File: config.mk
export PLATFORM = sky130hd
export DESIGN_NAME = scene_sequencer_flat
export DESIGN_NICKNAME = d
export VERILOG_FILES = /design/src/rtl/scene_sequencer_if.sv /design/src/rtl/scene_sequencer.sv /design/src/flat_wrapper.sv
export SDC_FILE = /design/constraint.sdc
export NUM_CORES = 1
export LEC_CHECK = 0
export ABC_CLOCK_PERIOD_IN_PS = 4900
export CAP_MARGIN = 5
export CORE_UTILIZATION = 60
export CTS_CLUSTER_DIAMETER = 150
export DETAILED_ROUTE_END_ITERATION = 16
export HOLD_SLACK_MARGIN = 0.08
export MAX_ROUTING_LAYER = met4
export PLACE_DENSITY = 0.82
export SLEW_MARGIN = 25
export SYNTH_ARGS = -nofsm -noshare
export SYNTH_HDL_FRONTEND = slang
export SYNTH_SLANG_ARGS = --single-unit
export TNS_END_PERCENT = 10
File: constraint.sdc
create_clock -name clk -period 4.9 [get_ports clk]
set_input_delay 0.98 -clock clk [delete_from_list [all_inputs] [get_ports clk]]
set_output_delay 0.98 -clock clk [all_outputs]
set_load 0.005 [all_outputs]
File: src/rtl/scene_sequencer_if.sv
// scene_sequencer_if: scene-table configuration write bus
// cfg_we   : write strobe, one entry per cycle
// cfg_addr : scene-table index
// cfg_data : {duration, audio_en, solid_color[5:0], background_state[7:0]}
interface scene_sequencer_if #(
    parameter int NUM_SCENES = 8,
    parameter int FRAME_W = 8
);
    localparam int IDX_W = $clog2(NUM_SCENES);
    logic cfg_we;
    logic [IDX_W-1:0] cfg_addr;
    logic [FRAME_W+14:0] cfg_data;
    modport master (output cfg_we, cfg_addr, cfg_data);
    modport slave (input cfg_we, cfg_addr, cfg_data);
endinterface

File: src/rtl/scene_sequencer.sv
// scene_sequencer: frame-synchronous scene scheduler for colour/audio configuration
// clk, rst_n          : pixel clock, synchronous active-low reset
// vsync               : vertical sync, polarity set by VSYNC_ACTIVE_LOW
// run, manual_mode    : autoplay enable, asynchronous pass-through select
// spi_*               : quasi-static manual configuration
// cfg                 : scene-table write bus
// background_state, solid_color, audio_en : registered configuration outputs
// scene_idx, mode, frame_tick             : current scene, 0 idle/1 play/2 manual, frame pulse
module scene_sequencer #(
    parameter int NUM_SCENES = 8,
    parameter int FRAME_W = 8,
    parameter bit VSYNC_ACTIVE_LOW = 1'b1,
    localparam int IDX_W = $clog2(NUM_SCENES)
) (
    input  logic clk,
    input  logic rst_n,
    input  logic vsync,
    input  logic run,
    input  logic manual_mode,
    input  logic [7:0] spi_background_state,
    input  logic [5:0] spi_solid_color,
    input  logic spi_audio_en,
    scene_sequencer_if.slave cfg,
    output logic [7:0] background_state,
    output logic [5:0] solid_color,
    output logic audio_en,
    output logic [IDX_W-1:0] scene_idx,
    output logic [1:0] mode,
    output logic frame_tick
);
    typedef enum logic [1:0] {IDLE = 2'd0, PLAY = 2'd1, MANUAL = 2'd2} state_t;
    localparam int EW = FRAME_W + 15;
    localparam logic [EW-1:0] ENTRY_RST = {FRAME_W'(1), 15'd0};
    state_t state, state_nxt;
    logic [EW-1:0] table_q [NUM_SCENES];
    logic act_q, act_d, man_m, man_s, load;
    logic [FRAME_W-1:0] cnt, cnt_nxt, dur;
    logic [IDX_W-1:0] idx_nxt, ld_idx;
    logic [14:0] out_nxt;
    logic [EW-1:0] ent;

    assign mode = state;

    always_ff @(posedge clk) begin
        if (!rst_n) state <= IDLE;
        else state <= state_nxt;
    end

    always_comb begin
        state_nxt = state;
        idx_nxt = scene_idx;
        cnt_nxt = cnt;
        out_nxt = {audio_en, solid_color, background_state};
        load = 1'b0;
        ld_idx = scene_idx;
        if (frame_tick) begin
            if (man_s) begin
                state_nxt = MANUAL;
                out_nxt = {spi_audio_en, spi_solid_color, spi_background_state};
            end else if (state == PLAY) begin
                if (!run) state_nxt = IDLE;
                else if (cnt != '0) cnt_nxt = cnt - FRAME_W'(1);
                else begin
                    ld_idx = (scene_idx == IDX_W'(NUM_SCENES - 1)) ? '0 : scene_idx + IDX_W'(1);
                    load = 1'b1;
                end
            end else begin
                // IDLE and MANUAL-exit behave alike: start the current scene afresh or hold
                state_nxt = run ? PLAY : IDLE;
                load = run;
            end
        end
        // table read happens before this edge's write lands, so a colliding load sees old data
        ent = table_q[ld_idx];
        dur = ent[EW-1:15];
        if (load) begin
            idx_nxt = ld_idx;
            out_nxt = ent[14:0];
            cnt_nxt = (dur == '0) ? '0 : dur - FRAME_W'(1);
        end
    end

    always_ff @(posedge clk) begin
        if (!rst_n) begin
            act_q <= 1'b0;
            act_d <= 1'b0;
            frame_tick <= 1'b0;
            man_m <= 1'b0;
            man_s <= 1'b0;
            scene_idx <= '0;
            cnt <= '0;
            {audio_en, solid_color, background_state} <= '0;
            for (int i = 0; i < NUM_SCENES; i++) table_q[i] <= ENTRY_RST;
        end else begin
            // polarity is folded in at the input flop so the edge detector always sees active-high
            act_q <= vsync ^ VSYNC_ACTIVE_LOW;
            act_d <= act_q;
            frame_tick <= act_q & ~act_d;
            man_m <= manual_mode;
            man_s <= man_m;
            scene_idx <= idx_nxt;
            cnt <= cnt_nxt;
            {audio_en, solid_color, background_state} <= out_nxt;
            if (cfg.cfg_we) table_q[cfg.cfg_addr] <= cfg.cfg_data;
        end
    end
endmodule

File: src/flat_wrapper.sv
// flat-port wrapper written by rule: the top's interface ports become plain ports
module scene_sequencer_flat 
#(
    parameter int NUM_SCENES = 8,
    parameter int FRAME_W = 8,
    parameter bit VSYNC_ACTIVE_LOW = 1'b1,
    localparam int IDX_W = $clog2(NUM_SCENES)
)
  (clk, rst_n, vsync, run, manual_mode, spi_background_state, spi_solid_color, spi_audio_en, background_state, solid_color, audio_en, scene_idx, mode, frame_tick, cfg_cfg_we, cfg_cfg_addr, cfg_cfg_data);
  scene_sequencer_if #(.NUM_SCENES(NUM_SCENES), .FRAME_W(FRAME_W)) cfg_i ();
  input  logic clk;
  input  logic rst_n;
  input  logic vsync;
  input  logic run;
  input  logic manual_mode;
  input  logic [7:0] spi_background_state;
  input  logic [5:0] spi_solid_color;
  input  logic spi_audio_en;
  output logic [7:0] background_state;
  output logic [5:0] solid_color;
  output logic audio_en;
  output logic [IDX_W-1:0] scene_idx;
  output logic [1:0] mode;
  output logic frame_tick;
  input wire logic [$bits(cfg_i.cfg_we)-1:0] cfg_cfg_we;
  input wire logic [$bits(cfg_i.cfg_addr)-1:0] cfg_cfg_addr;
  input wire logic [$bits(cfg_i.cfg_data)-1:0] cfg_cfg_data;
  assign cfg_i.cfg_we = cfg_cfg_we;
  assign cfg_i.cfg_addr = cfg_cfg_addr;
  assign cfg_i.cfg_data = cfg_cfg_data;
  scene_sequencer #(.NUM_SCENES(NUM_SCENES), .FRAME_W(FRAME_W), .VSYNC_ACTIVE_LOW(VSYNC_ACTIVE_LOW)) u_core (.clk(clk), .rst_n(rst_n), .vsync(vsync), .run(run), .manual_mode(manual_mode), .spi_background_state(spi_background_state), .spi_solid_color(spi_solid_color), .spi_audio_en(spi_audio_en), .cfg(cfg_i), .background_state(background_state), .solid_color(solid_color), .audio_en(audio_en), .scene_idx(scene_idx), .mode(mode), .frame_tick(frame_tick));
endmodule
==> key figures <==
Run status
  – Status: complete, no violations

Timing
  – Worst Max-Slew Pin Slew: 0.8340 ns
  – Finish-stage setup viols: 0
  – Final Hold Vio Count: 0
  – Min Tclk post-route: approximately 4.0 ns
  – Slew Limit Fails: 0
  – Clock Skew: 0.02005 ns
  – RSZ-0062 raised after global routing: false
  – Fin worst setup slack: approximately 0.95 ns
  – Worst hold slack: between 0.4 and 0.5 ns
  – Setup_tns: 0 ns
  – Rel. slew slack: 44.39%
  – Crit share post-route: about four fifths
  – FMAX: around 0.25 GHz

Yosys
  – Post-synthesis mux area share: 1.376%
  – Largest family of logic cells by synthesized area: simple AND/OR/NAND/NOR gates
  – Leading area contributor after synthesis: edfxtp_1
  – Number of synthesized flops with an enable pin: 184
  – Flops & latches, synth: about 220
  – Yosys warnings: 0
  – Post-Synth XOR/XNOR Area: less than 1%
  – Syn avg cell area: 10.79 sq um
  – Synth cell count leaders: edfxtp_1, and2_1, nand2_1, nand3_1, clkbuf_1
  – Post-synth top flop: edfxtp_1
  – Synth Area in Simple Gates: ~28%
  – Adder-Cell Fraction of Synth Area: less than 1%
  – Synth area leaders: edfxtp_1, and2_1, dfxtp_1
  – Sequential share of the synthesized area: between 50% and 60%
  – Compound-Gate Fraction of Synth Area: between 7 and 8%
  – Netlist Area Pre-Place: 0.01055 sq mm
  – Netlist cell types: 56
  – Post-Synthesis Cells: just under 1000
  – Count leader, synth: edfxtp_1
  – Asr flop ratio synth: 0%
  – Top cell type's share of synthesized area: 52.38%
  – Syn_nets: 1030

GRT
  – First-pass GRT wire length: between 40000 and 50000 um
  – Vias in the first global route: around 7500
  – Antenna violations before repair: 0
  – Largest net degree at the start of global routing: 62
  – Total GRT Usage: 31.79%
  – Grt total ovfl: 0

Power and ir drop
  – Tot Pwr: about 4.2 mW
  – Leak: 4.394 nW
  – VDD IR max: between 0.2 and 0.25 mV
  – Power Density: between 300 and 400 mW/mm^2

Floorplan
  – Num rows: 48
  – DIE HEIGHT: 134.6 um
  – IO Count: a little under 70
  – Initial core utilization: 61.20%
  – Die ar.: between 0.015 and 0.02 sq mm
  – Total core area: between 0.015 and 0.02 sq mm
  – Die width: 134.6 um

Drt
  – Initial DRC count: ~960
  – Antenna-violating nets left: 0
  – DRC: 0
  – Via count: 7935
  – Via/cell ratio: slightly above 6
  – Pre-antenna DRT Iters: 7
  – Drt wl/cell: ~22 um
  – Routed wire length: ~27000 um

Worst setup path
  – CP Cell Sequence: clkdlybuf4s50_1 > and3b_1 > and4_1 > mux2i_4 > buf_4 > nor2_1 > a2bb2oi_1 > o221ai_1 > ha_1 > nand2_1 > o41a_1 > a21oi_1 > a211oi_1
  – Kind of critical path: in2reg
  – Slowest CP cell: clkdlybuf4s50_1
  – Largest fanout on the critical path: 32
  – CP required: around 5.3 ns
  – Crit. End Element: flip-flop
  – Arrival time worst endpoint: 4.38 ns
  – Worst setup SP type: input pin
  – Critical Path Max Stage Delay: 0.47 ns

Clocking
  – Clk_lat worst skew: around 0.53 ns
  – CTS tree: done
  – Clk sinks: roughly 220
  – Htree depth: 1
  – CTS buffer count: 23
  – Resize count post-CTS: 0
  – CTS Hold Bufs: 0
  – Clock transition at path regs: 0.06 ns
  – Setup Fix Bufs, Post-CTS: 0
  – Clock Tree Buf Depth: 3
  – Root Buffer: clkbuf_16

Final layout
  – Final net count: 1084
  – Final Util: between 70% and 80%
  – Ant. Diodes: 0
  – P&R area growth vs syn: 16.14%
  – Layout cells sized above 1: about 8.6%

Job
  – Max Cap Viol: 0

Placed design
  – DP HPWL: approximately 17000 um
  – Port buffer count: between 60 and 70
  – Global placer's final weighted congestion: between 0.9 and 1
  – Worst slack at placement: 0.4579 ns

Hold path
  – HP Class: reg2reg
[state kept, by name, indices dropped and copies added, names as in the netlist, 2 cells and up]
register	cells
u_core.table_q	184
u_core.background_state	8
u_core.solid_color	6
u_core.cnt	8
u_core.scene_idx	3
u_core.mode	2
[routing by layer]
layer	track usage [%]	up-vias	share of wire (%)
met5	-	-	0
li1	-	3647	-
met2	47.67	475	46
met1	43.11	3736	41
met4	12.98	0	3.5
met3	5.743	77	10
[cell type report]
| type | instances | area [sq um] |
|---|---|---|
| flip-flops and latches | 217 | 6187 |
| well taps | 225 | 281.5 |
| inverters | 5 | 18.77 |
| fillers | 1178 | 4985 |
| clock inverters | 14 | 155.1 |
| repair buffers | 99 | 910.9 |
| clock buffers | 28 | 594.3 |
| multi-input cells | 686 | 4104 |
[stage by stage]
| step | std cells | cell area (sq um) |
|---|---|---|
| floorplan | 978 | 10550 |
| global placement | 1232 | 11500 |
| detailed placement | 1232 | 11500 |
| CTS | 1274 | 12250 |
| global route | 1274 | 12250 |
| finish | 1274 | 12250 |
[logic make-up after synthesis]
logic type / count (synthesis)
AOI/OAI and AO/OA: 107
xor gates and xnor gates: 9
adders and majority gates: 5
buffers and inverters: 75
DFF: 217
muxes: 12
and+or+nand+nor: 553
[placed cells by master, fill, tap and decap left out, types with 14 or more instances in the layout]
master           netlist  layout
nand2_1              155     155
a311oi_1              45      45
and2_1               181     181
and3_1                19      19
nor2_1                18      18
clkdlybuf4s50_1        0      67
dfxtp_1               33      32
buf_4                  4      32
clkbuf_16              0      23
nand3_1              104     104
nand3b_1              14      14
edfxtp_1             184     184
[power breakdown]
part | leakage [nW] | total, mW | internal [mW] | switching, mW
Combinational | 1.99 | 0.267 | 0.108 | 0.160
Sequential | 2.04 | 2.15 | 2.11 | 0.0421
Clock | 0.364 | 1.74 | 1.03 | 0.717
[final timing paths]
kind / from / to / slack, ns / cells after the start
hold reg to reg: u_core.act_d / u_core.frame_tick / 0.41 / 1
setup reg to reg: u_core.cnt[0] / u_core.cnt[0] / 0.98 / 14
setup / recovery: run / u_core.cnt[0] / 0.95 / 13
hold / removal: u_core.act_d / u_core.frame_tick / 0.41 / 1
[critical path: cells and delay by family]
family          cells  cell delay (ns)
fa+ha+maj           1             0.28
compound gates      5             1.03
mux                 1             0.33
simple gates        4             0.86
buf+inv             2             0.88
No activity file was read; power rests on OpenSTA's default activity.
